### src/rtl/life_pkg.sv
// Shared constants and FSM encoding for the Game-of-Life pattern store path.
package life_pkg;

  localparam int BOARD_ROWS = 128;
  localparam int ROW_W      = 128;
  localparam int SLOT_W     = 3;
  localparam int ROW_AW     = 7;
  localparam int PAT_AW     = 10;

  typedef enum logic [1:0] {
    ST_IDLE  = 2'd0,
    ST_ISSUE = 2'd1,
    ST_DRAIN = 2'd2,
    ST_FIN   = 2'd3
  } ps_state_e;

endpackage

### src/rtl/tag_delay.sv
// Fixed-depth shift register that carries a {valid, row} tag alongside a board read.
module tag_delay #(
  parameter int DEPTH = 1,
  parameter int W     = 8
) (
  input  logic         i_clk,
  input  logic         i_rst_n,
  input  logic [W-1:0] i_tag,
  output logic [W-1:0] o_tag
);

  logic [W-1:0] r_pipe [DEPTH];

  always_ff @(posedge i_clk) begin
    if (!i_rst_n) begin
      for (int i = 0; i < DEPTH; i++) r_pipe[i] <= '0;
    end else begin
      r_pipe[0] <= i_tag;
      for (int i = 1; i < DEPTH; i++) r_pipe[i] <= r_pipe[i-1];
    end
  end

  assign o_tag = r_pipe[DEPTH-1];

endmodule

### src/rtl/pattern_store.sv
// Writes one 128-row slot of the patterns BRAM, either as a copy of the live
// board or as all zeros.
//
// state | meaning
// IDLE  | waiting for start; row 0 is issued on the accepting edge
// ISSUE | issuing board reads for rows 1..ROWS-1
// DRAIN | reads done, waiting for the last row write to leave the pipeline
// FIN   | one-cycle done pulse, start ignored
module pattern_store
  import life_pkg::*;
#(
  parameter int ROWS      = BOARD_ROWS,
  parameter int WIDTH     = ROW_W,
  parameter int SLOT_BITS = SLOT_W,
  parameter int RD_LAT    = 1
) (
  input  logic                               clka,
  input  logic                               rst_n,
  input  logic                               start,
  input  logic                               clear,
  input  logic [SLOT_BITS-1:0]               slot,
  output logic                               board_re,
  output logic [$clog2(ROWS)-1:0]            board_addr,
  input  logic [WIDTH-1:0]                   board_row,
  output logic                               wea,
  output logic [SLOT_BITS+$clog2(ROWS)-1:0]  addra,
  output logic [WIDTH-1:0]                   dina,
  output logic                               busy,
  output logic                               done
);

  localparam int RAW = $clog2(ROWS);
  localparam int CW  = RAW + 1;

  ps_state_e            r_state;
  logic [SLOT_BITS-1:0] r_slot;
  logic                 r_clr;
  logic [CW-1:0]        r_rc;
  logic                 r_iss_vld;

  logic [RAW:0]         w_tag_in;
  logic [RAW:0]         w_tag_out;
  logic                 w_tag_vld;
  logic [RAW-1:0]       w_tag_row;
  logic                 w_last_wr;

  // rc holds the next row to issue; row 0 goes out on the accepting edge
  always_ff @(posedge clka) begin
    if (!rst_n) begin
      r_state    <= ST_IDLE;
      r_slot     <= '0;
      r_clr      <= 1'b0;
      r_rc       <= '0;
      r_iss_vld  <= 1'b0;
      board_re   <= 1'b0;
      board_addr <= '0;
      busy       <= 1'b0;
      done       <= 1'b0;
    end else begin
      done <= 1'b0;
      case (r_state)
        ST_IDLE: begin
          if (start) begin
            r_slot     <= slot;
            r_clr      <= clear;
            r_rc       <= CW'(1);
            r_iss_vld  <= 1'b1;
            board_addr <= '0;
            board_re   <= ~clear;
            busy       <= 1'b1;
            r_state    <= ST_ISSUE;
          end
        end
        ST_ISSUE: begin
          board_addr <= r_rc[RAW-1:0];
          r_rc       <= r_rc + CW'(1);
          if (r_rc == CW'(ROWS - 1)) r_state <= ST_DRAIN;
        end
        ST_DRAIN: begin
          r_iss_vld <= 1'b0;
          board_re  <= 1'b0;
          if (w_last_wr) begin
            busy    <= 1'b0;
            done    <= 1'b1;
            r_state <= ST_FIN;
          end
        end
        ST_FIN: begin
          r_state <= ST_IDLE;
        end
        default: begin
          r_state <= ST_IDLE;
        end
      endcase
    end
  end

  assign w_tag_in  = {r_iss_vld, board_addr};
  assign w_tag_vld = w_tag_out[RAW];
  assign w_tag_row = w_tag_out[RAW-1:0];
  assign w_last_wr = wea && (addra[RAW-1:0] == RAW'(ROWS - 1));

  tag_delay #(
    .DEPTH (RD_LAT),
    .W     (RAW + 1)
  ) u_tag_delay (
    .i_clk   (clka),
    .i_rst_n (rst_n),
    .i_tag   (w_tag_in),
    .o_tag   (w_tag_out)
  );

  always_ff @(posedge clka) begin
    if (!rst_n) begin
      wea   <= 1'b0;
      addra <= '0;
      dina  <= '0;
    end else begin
      wea <= w_tag_vld;
      if (w_tag_vld) begin
        addra <= {r_slot, w_tag_row};
        dina  <= r_clr ? '0 : board_row;
      end
    end
  end

endmodule

### config.mk
export PLATFORM = sky130hd
export DESIGN_NAME = pattern_store
export DESIGN_NICKNAME = d
export VERILOG_FILES = /design/src/rtl/life_pkg.sv /design/src/rtl/tag_delay.sv /design/src/rtl/pattern_store.sv
export SDC_FILE = /design/constraint.sdc
export NUM_CORES = 1
export LEC_CHECK = 0
export ABC_AREA = 1
export ABC_CLOCK_PERIOD_IN_PS = 2700
export BUFFER_PORTS_ARGS = -buffer_cell sky130_fd_sc_hd__buf_4
export CORE_MARGIN = 1.5
export CORE_UTILIZATION = 30
export DETAILED_ROUTE_END_ITERATION = 8
export GPL_ROUTABILITY_DRIVEN = 1
export HOLD_SLACK_MARGIN = 0.02
export PLACE_DENSITY_LB_ADDON = 0.12
export REMOVE_ABC_BUFFERS = 1
export SKIP_LAST_GASP = 1
export SLEW_MARGIN = 5
export SYNTH_ARGS = -nofsm -noshare
export SYNTH_HDL_FRONTEND = slang
export SYNTH_SLANG_ARGS = --single-unit
### constraint.sdc
create_clock -name clka -period 2.7 [get_ports clka]
set_clock_uncertainty 0.1 [all_clocks]
set_input_delay 0.135 -clock clka [delete_from_list [all_inputs] [get_ports clka]]
set_output_delay 0.135 -clock clka [all_outputs]
set_load 0.03 [all_outputs]
==> run metrics <==
yosys warns 0; # IOs 284; Crit Path Class primary input to flip-flop; vias in the first global route 5829; initial drt markers 321; min Tclk post-route between 1500 and 2000 ps; Port-buffer cells 283; diode count 0; most instantiated cells after synthesis nand2_1 (289), dfxtp_1 (172), a21oi_1 (136); Critical Path Sink Type flip-flop; NetSw between 2000 and 3000 uW; Via density 4.36; Mapped Avg Cell Area 7.85 um^2; Cell Int Power 5300 uW; Logic pwr share 0.266; Final Hold Violating Endpoints 0; ys flop type dfxtp_1; worst-margin pin slew between 700 and 800 ps; Clk Latency, worst-skew pair between 400 and 500 ps; Clock power frac 0.352; drt first pass iters 4; Std-Cell Rows 51; Inserted Clock Buffers 17; Cell Pwr Density 755 mW/mm^2; die span in x 145 um; Synth async-reset ratio 0; CTS H-tree depth 4; outcome complete, no violations; mux cell area share after synthesis 0; Startpoint Class primary input; Final HPWL DP 12500 um; total global-route track usage 0.178; Fmax achieved 537 MHz; post-DR wirelength/cell 13.8 um; fin. max-slew vios 0; global route total overflow 0; Sw Share 0.320; compound-gate portion of the synthesized area 0.144; WL final 19900 um; simple-gate portion of the synthesized area 0.220; RSZ-0062 raised after global routing false; core area a little under 0.02 mm^2; Nets 1300; TritonCTS clock tree yes; post-cts sizing count 0; Seq pwr share 0.382; WP data arrival 2050 ps; clk buf depth 2; Post-Synth Adder-Cell Area 0.00829; Slew HR 0.496; clock-pin slew on the worst setup and hold paths 70 ps; Post-Syn Area 0.00604 mm^2; initial core utilization 0.308; setup TNS 0 ps; area leader, netlist dfxtp_1; Static Leak approximately 0.0045 uW; share of layout cells above drive strength 1 0.280; first-pass GRT wire length just under 30000 um; TritonCTS Sinks between 150 and 200; final setup fails 0; fin area 0.0103 mm^2; antenna violations before repair 0; crit-path max FO 70; worst vdd ir 0.000410 V; Root Driver clkbuf_16; Post-synth EDFFs 0; Mapped Cells 769; multi-input logic area 0.00225 mm^2; Worst Hold Class primary input to flip-flop; FILL cells 1854; post-synthesis cell type count 23; final cell utilization of the core 0.528; Worst Path Required 2890 ps; die area 0.0210 mm^2; top-area cell type share of the netlist area 0.570; via count 6275; layout overhead on the synthesized area 71.3%; Cell Area, Placed about 0.0083 mm^2; Die Height 145 um; Register Area roughly 0.0034 mm^2; fin crit share 0.690; xor/xnor share of the synthesized area 0; main combinational cell family by area after synthesis simple AND/OR/NAND/NOR gates; synthesized flop and latch total 172; most frequent cell after synthesis nand2_1; total power 7810 uW; sequential-to-total area share from yosys stat 0.570; GP Congestion 0.759; max-cap viol count 0; Antenna Nets Post-Route 0; Area contributors post-synth dfxtp_1 (57%), nand2_1 (18%), a21oi_1 (11%); largest net degree at the start of global routing between 100 and 150; drc violations 0
## through the flow
step	hold slack, ps	setup slack [ps]	std cells
5_1_grt	95.0	764	1439
4_1_cts	57.5	866	1439
3_3_place_gp	254	970	1273
6_report	64.4	837	1439
3_5_place_dp	262	967	1273
2_1_floorplan	133	-2830	721
## worst paths after layout
kind / startpoint / slack, ps / to / cells past startpoint
min: start / 60 / r_slot[2] / 4
max: rst_n / 840 / dina[126] / 5
min reg2reg: board_addr[0] / 350 / u_tag_delay.r_pipe[0][0] / 2
max reg2reg: u_tag_delay.r_pipe[0][7] / 960 / dina[90] / 5
## power groups by stage
stage | clock network [uW] | logic (uW) | registers, uW
CTS | 2820 | 2100 | 2980
floorplan | 0 | 706 | 3480
detailed placement | 0 | 1930 | 3040
global route | 2940 | 2250 | 3020
finish | 2750 | 2080 | 2980
global placement | 0 | 1920 | 3030
## critical path, stage by stage
cell and delay, ps:
dlygate4sd3_1 540, buf_4 230, inv_4 570, buf_12 370, a21oi_1 70
## final cells by class
cell class                      count  share of cell area
Timing Repair Buffer              421               0.342
Sequential cell                   172               0.333
Multi-Input combinational cell    518               0.218
Clock buffer                       18              0.0415
Tap cell                          265              0.0321
Clock inverter                     14              0.0221
Inverter                           31              0.0117
## flip-flops by register name, summed over array words and instances, names as in the netlist
register,flops
addra,10
r_slot,3
r_iss_vld,1
r_clr,1
wea,1
busy,1
board_addr,7
r_state,2
r_rc,8
board_re,1
u_tag_delay.r_pipe,8
dina,128
done,1
## cell usage in the layout, fill, tap and decap left out, types with 3 or more instances in the layout
cell type	netlist	final
nand2_1	289	289
buf_4	2	284
dfxtp_1	172	172
a21oi_1	136	136
dlygate4sd3_1	0	134
nor2_1	42	41
inv_1	27	27
o21ai_0	25	25
clkbuf_16	0	17
nand3_1	9	9
bufinv_16	0	5
inv_6	0	5
ha_1	4	4
o32ai_1	3	3
buf_12	0	3
## what timing repair did
action	in CTS	in global routing
hold endpoints to repair	139	0
setup endpoints to repair	0	0
setup buffers	0	0
hold buffers	134	0
## layer usage
layer	GRT usage	part of all wire
met2	0.304	0.48
met5	0	0
met4	0.0510	0.011
met1	0.216	0.43
met3	0.0530	0.080
## kinds of logic (layout without fill, tap and decap cells)
kind of cell | after synthesis | in the layout
buf+inv | 79 | 484
compound gates | 168 | 168
flops | 172 | 172
fa+ha+maj | 4 | 4
simple gates | 346 | 346
Note: power is estimated with default switching activity, not from simulation.
